`src/rtl/power_ctrl.sv`:
```
// Power-state controller: debounces the power button into a stable on/off state,
// drives start, and honours power-off requests from the no-barrier detector.
module power_ctrl #(
  parameter int LONG_PRESS_CYC = 100_000_000,
  parameter int OFF_PRESS_CYC  = 50_000_000
) (
  input  logic       clk,
  input  logic       rst_n,
  input  logic       power_btn,
  input  logic       power_off_req,
  output logic       start,
  output logic       on_pulse,
  output logic       off_pulse,
  output logic [2:0] state
);

  // state    | meaning
  // OFF      | unpowered, idle
  // ARM      | unpowered, counting a power-on press
  // ON_HOLD  | powered, button still held from power-on
  // ON       | powered, counting consecutive power-off press cycles
  // OFF_HOLD | unpowered, waiting for button release
  typedef enum logic [2:0] {
    OFF      = 3'd0,
    ARM      = 3'd1,
    ON_HOLD  = 3'd2,
    ON       = 3'd3,
    OFF_HOLD = 3'd4
  } state_t;

  localparam int MAX_CYC = (LONG_PRESS_CYC > OFF_PRESS_CYC) ? LONG_PRESS_CYC : OFF_PRESS_CYC;
  localparam int CW      = $clog2(MAX_CYC + 1);
  localparam logic [CW-1:0] CNT_MAX = {CW{1'b1}};
  localparam logic [CW-1:0] ON_TC   = CW'(LONG_PRESS_CYC - 1);
  localparam logic [CW-1:0] OFF_TC  = CW'(OFF_PRESS_CYC - 1);

  state_t        st;
  logic          btn_m;
  logic          btn_s;
  logic [CW-1:0] cnt;

  assign state = st;

  always_ff @(posedge clk or negedge rst_n) begin
    if (!rst_n) begin
      st        <= OFF;
      cnt       <= '0;
      btn_m     <= 1'b0;
      btn_s     <= 1'b0;
      start     <= 1'b0;
      on_pulse  <= 1'b0;
      off_pulse <= 1'b0;
    end else begin
      btn_m     <= power_btn;
      btn_s     <= btn_m;
      on_pulse  <= 1'b0;
      off_pulse <= 1'b0;
      case (st)
        OFF: begin
          if (btn_s) begin
            st  <= ARM;
            cnt <= CW'(1);
          end
        end
        ARM: begin
          if (!btn_s) begin
            st  <= OFF;
            cnt <= '0;
          end else if (cnt == ON_TC) begin
            st       <= ON_HOLD;
            cnt      <= '0;
            start    <= 1'b1;
            on_pulse <= 1'b1;
          end else if (cnt != CNT_MAX) begin
            cnt <= cnt + CW'(1);
          end
        end
        ON_HOLD: begin
          if (power_off_req) begin
            st        <= OFF_HOLD;
            cnt       <= '0;
            start     <= 1'b0;
            off_pulse <= 1'b1;
          end else if (!btn_s) begin
            st  <= ON;
            cnt <= '0;
          end
        end
        ON: begin
          if (power_off_req) begin
            st        <= btn_s ? OFF_HOLD : OFF;
            cnt       <= '0;
            start     <= 1'b0;
            off_pulse <= 1'b1;
          end else if (btn_s) begin
            // Leaving on the cycle cnt would reach OFF_PRESS_CYC.
            if (cnt == OFF_TC) begin
              st        <= OFF_HOLD;
              cnt       <= '0;
              start     <= 1'b0;
              off_pulse <= 1'b1;
            end else if (cnt != CNT_MAX) begin
              cnt <= cnt + CW'(1);
            end
          end else begin
            cnt <= '0;
          end
        end
        OFF_HOLD: begin
          if (!btn_s) begin
            st  <= OFF;
            cnt <= '0;
          end
        end
        default: begin
          st    <= OFF;
          cnt   <= '0;
          start <= 1'b0;
        end
      endcase
    end
  end

endmodule

```
`config.mk`:
```
export PLATFORM = sky130hd
export DESIGN_NAME = power_ctrl
export DESIGN_NICKNAME = d
export VERILOG_FILES = /design/src/rtl/power_ctrl.sv
export SDC_FILE = /design/constraint.sdc
export NUM_CORES = 1
export LEC_CHECK = 0
export CAP_MARGIN = 20
export CORE_MARGIN = 4
export CORE_UTILIZATION = 30
export DETAILED_ROUTE_END_ITERATION = 10
export GPL_TIMING_DRIVEN = 1
export PLACE_DENSITY_LB_ADDON = 0.2
export SLEW_MARGIN = 20
export SYNTH_ARGS = -nofsm -noshare
export SYNTH_HDL_FRONTEND = slang
export SYNTH_SLANG_ARGS = --single-unit
```
`constraint.sdc`:
```
create_clock -name clk -period 4.95 [get_ports clk]
set_input_delay 1.485 -clock clk [delete_from_list [all_inputs] [get_ports clk]]
set_output_delay 1.485 -clock clk [all_outputs]
set_load 0.03 [all_outputs]
```
# Word-level counts from Yosys, hierarchy flattened
# Index checks and enable logic that the tools add are counted.
# Widths: inputs -> output; s select.
word_totals:
  ff_bits: 35
  latchBits: 0
  ram_bits: 0
  mem_bits_ro: 0
  in_bits: 4
  out_inout_bits: 6
  elab_cells: 65
  mem_count: 0
classes:
  addsub: 1
  mul: 0
  div: 0
  magnitude_cmp: 0
  eq_ne: 16
  shift: 0
  muxes: 36
  n_bitwise: 1
  reduce_logical: 4
ops:
  columns: ["operator", "n"]
  rows:
  - ["$mux 27", 9]
  - ["$pmux 27 s5", 1]
  - ["$mux 3", 10]
  - ["$add 27x1->27 const B", 1]
  - ["$eq 27x26->1 const B", 1]
  - ["$eq 27x27->1 const B", 1]
  - ["$ne 27x27->1 const B", 1]
  - ["$pmux 3 s5", 1]
  - ["$mux 1", 13]
  - ["$ne 3x3->1 const B", 4]
  - ["$reduce_and 6->1", 2]
  - ["$ne 2x2->1 const B", 5]
  - ["$eq 3x2->1 const B", 2]
  - ["$pmux 1 s4", 1]
  - ["$eq 3x1->1 const B", 1]
  - ["$eq 3x3->1 const B", 1]
  - ["$logic_not 3->1", 1]
  - ["$pmux 1 s2", 1]
  - ["$reduce_or 2->1", 1]
  - ["$not 1->1", 1]

# Logic depth before layout (Yosys ltp)
depth:
  ltp_word: 6
  mapped_depth: 9
  depth_no_buf: 7

# Least setup slack after synthesis
# Ideal clock, no wire load.
synth_timing:
  path_type: "in2reg"
  start: "in power_off_req"
  end: "reg cnt[14]"
  setup_time_ns: 0.082
  arrival_ns: 2.522
  path_slack_ns: 2.346
  stages: 6
  path_cell_list: "nor2_1 -> nand4_1 -> o21ai_2 -> clkbuf_1 -> o21ai_0 -> a31oi_1"
synth_between:
  elab_chain_cells: 2
  elab_cells_between_ends: 3
  classes_between: "3 x mux"
synth_lines:
  columns: ["element", "line_no", "text"]
  rows:
  - ["start, declared", "10", "input logic power_off_req,"]
  - ["$mux 27 (on tied branches)", "90, 79", null]
  - ["$pmux 27 s5 *", "58", "case (st)"]
  - ["end signal, assigned", "75", "cnt <= cnt + CW'(1);"]
  - ["end signal, assigned", "103", "cnt <= cnt + CW'(1);"]
  - ["end, declared", "40", "logic [CW-1:0] cnt;"]
# Mark *: on every way between the ends. The rest lies on a longest branch, timed or not.
# A chain may end at the register's enable or synchronous reset.

# Final worst setup path
layout_timing:
  start: "in power_off_req"
  end: "reg cnt[20]"
# Same word-level chain as after synthesis.

==> results.toml <==
[run_status]
outcome = "completed"

[pwr]
leakage_nw = 0.917
vdd_drop_max_v = 0.0000945
powerDensity_nw_per_um2 = 327

[grt]
grt_max_degree = 40
busiest_layer = "met2"
track_usage_pct = 14.2
grt_use_met2_pct = 21.2
antenna_found_initial = 0
grt-ovfl-total = 0
grt_util_met3_pct = 3.22
grtUsageMet1_pct = 20.3
grt_pass1_wl_um = 9810
grt_pass1_vias = 1911

[synth]
syn_nets = 262
synth.avg_cell_area_um2 = 8.48
synth-edff-count = 0
synthFlopType = "dfrtp_1"
ys_seq_area_share_pct = 40.2
synth_seq_cells = 35
netlist_instances = 257
synth_cell_types = 55
ys_warn_count = 0
syn_area_um2 = 2180
async_flop_share_pct = 100

[route]
vias = 1985
drt-initial-drc-count = 123
ant_nets = 0
remaining_drc_errors = 0
routed_wl_um = 5570
firstDrtPassIters = 4
wl_per_cell_um = 15.7
viasPerCell = 5.59

[sta]
slew_viol_final = 0
rsz0062_at_grt = "false"
max_freq_mhz = 317
clock_skew_ns = 0.00401
finalCritPeriodShare_pct = 63.8
worst_slew_pin_slew_ns = 0.933
hold_viol = 0
period_needed_ns = 3.16
setup_viol = 0
setup_slack_ns = 1.79
finalSetupTns_ns = 0
slew_headroom_pct = 37.6

[clocking]
clockBufferDepth = 2
hold_buffers = 0
clk_latency_ns = 0.29
cts_setup_buffers = 0
htree_levels = 2
cts_made_buffers = 5
path_clk_slew_ns = 0.07
cts_sinks = 35
cts_resized = 0
cts_tree = "done"
cts_root_buffer = "clkbuf_8"

[setup_path]
crit_slowest_cell = "clkdlybuf4s50_1"
crit_end = "cnt[20]$_DFFE_PN0N_"
r2r-start = "cnt[0]$_DFFE_PN0N_"
start_kind = "primary input"
reg2reg_depth = 7
r2r-end = "cnt[10]$_DFFE_PN0N_"
crit_cells = 6
startpoint = "power_off_req"
crit_chain = "clkdlybuf4s50_1 -> nor2_1 -> nand4_1 -> o21a_1 -> o31a_1 -> a31oi_1"
path_buf_inv = 1
timing_worst_setup_path_type = "in2reg"
r2r_slack_ns = 2.35
crit_family = "compound AO/OA/AOI/OAI gates"
worstPathArrival_ns = 3.37
required_ns = 5.16
path_max_fanout = 14
worst_setup_path_end_kind = "flip-flop"
critPathMaxStageDelay_ns = 0.51

[run]
cap_violations = 0

[floorplan]
die_w_um = 93.2
die_h_um = 93.2
ios = 10
core-area_um2 = 6910
initial_core_util_pct = 31.6
std_cell_rows = 30
dieArea_um2 = 8690

[layout]
fin_nets = 263
diodes = 0
drive_gt1_share_pct = 9.27
area_growth_pct = 11.4

[hold_path]
min_path_type = "reg2reg"

[placement]
dp_hpwl_um = 3740
gp_congestion = 0.776
dp_slack_ns = 1.49
portBuffers = 9
==> per-stage QoR <==
stage                     std cells  util, %  hold slack, ns  cell area (um2)  power (mW)
after CTS                       355     35.2           0.357             2430       0.803
after floorplan                 257        -           0.331             2180       0.479
after global routing            355     35.2           0.372             2430       0.848
final                           355     35.2           0.354             2430       0.794
after global placement          347     33.5           0.335             2310       0.529
after detailed placement        347     33.5           0.339             2310       0.530
==> report_power, final <==
| part | switching [mW] | internal, mW | leakage [nW] | total, mW |
|---|---|---|---|---|
| combinational | 0.124 | 0.0632 | 0.377 | 0.187 |
| clock | 0.109 | 0.163 | 0.0612 | 0.272 |
| sequential | 0.0340 | 0.302 | 0.478 | 0.336 |
| total | 0.266 | 0.528 | 0.917 | 0.794 |
==> synth_stat cells (2+ instances only) <==
cell	n	area (um2)
buf_6	2	22.5
a21oi_1	15	75.1
o21ba_2	3	30.0
and2_1	2	12.5
buf_2	5	25.0
nand2_1	35	131
nor4_1	4	25.0
o21ai_0	8	40.0
clkbuf_1	9	33.8
nand4_1	15	93.8
a41oi_1	5	43.8
a31oi_1	25	156
nand3_1	17	85.1
or4_1	2	15.0
or2_2	2	12.5
nor2b_1	2	12.5
nor2_1	20	75.1
o21a_1	2	15.0
or3_1	3	18.8
o21bai_1	2	15.0
o21ai_1	3	15.0
and3_1	2	12.5
nor3_1	5	25.0
dfrtp_1	35	876
a21o_1	2	15.0
inv_1	3	11.3
==> flip-flops by register name (all words and copies together) (netlist names) <==
name and cells:
on_pulse 1, btn_m 1, start 1, off_pulse 1
state 3, cnt 27, btn_s 1
==> how the worst min path moves through the flow <==
stage / start / to / slack (ns) / cells after the start
after floorplan: btn_m$_DFF_PN0_ / btn_s$_DFF_PN0_ / 0.33 / 0
after CTS: btn_m$_DFF_PN0_ / btn_s$_DFF_PN0_ / 0.36 / 0
after global placement: btn_m$_DFF_PN0_ / btn_s$_DFF_PN0_ / 0.33 / 0
final: btn_m$_DFF_PN0_ / btn_s$_DFF_PN0_ / 0.35 / 0
after detailed placement: btn_m$_DFF_PN0_ / btn_s$_DFF_PN0_ / 0.34 / 0
after global routing: btn_m$_DFF_PN0_ / btn_s$_DFF_PN0_ / 0.37 / 0
==> worst register-to-register path, stage by stage, from the launching register on <==
cell and delay (ns):
dfrtp_1 0.48, ha_1 0.28, nand4_2 0.23, nor4_4 0.59, nand2_1 0.45, nand4_1 0.25
nand2_1 0.08, a31oi_1 0.18
==> layer usage <==
layer / part of all wire, % / vias up
li1: - / 986
met1: 50 / 963
met2: 46 / 31
met3: 3.1 / 5
met4: 1.2 / 0
met5: 0 / -
==> cells in the final DEF, fill, tap and decap left out, types with 2 or more instances in the layout <==
master	count
clkdlybuf4s50_1	8
nor2_1	20
nor4_1	4
nand2_1	35
a21oi_1	15
a41oi_1	5
o21a_1	2
nor3_1	5
a21o_1	2
dfrtp_1	35
nand3_1	17
or4_1	2
inv_1	3
and2_1	2
nor2b_1	2
o21ba_2	3
buf_4	2
and3_1	2
clkbuf_8	6
o21bai_1	2
a31oi_1	25
o21ai_1	3
or3_1	3
nand4_1	15
o21ai_0	8
or2_2	2
==> area by class of cell <==
class / count / area (um2)
Timing Repair Buffer: 11 / 100
Inverter: 3 / 11.3
Tap cell: 96 / 120
Fill cell: 744 / 4480
Clock inverter: 2 / 35.0
Clock buffer: 6 / 82.6
Multi-Input combinational cell: 202 / 1200
Sequential cell: 35 / 876
==> cells by family after synthesis <==
family                     count (synthesis)  share of synthesized area (%)
and+or+nand+nor                          119                           28.5
DFF                                       35                           40.2
buffers and inverters                     20                           4.59
AOI/OAI and AO/OA                         79                           24.8
xor gates and xnor gates                   2                          0.804
adders and majority gates                  1                          0.574
muxes                                      1                          0.517
(Power assumes the default switching activity.)
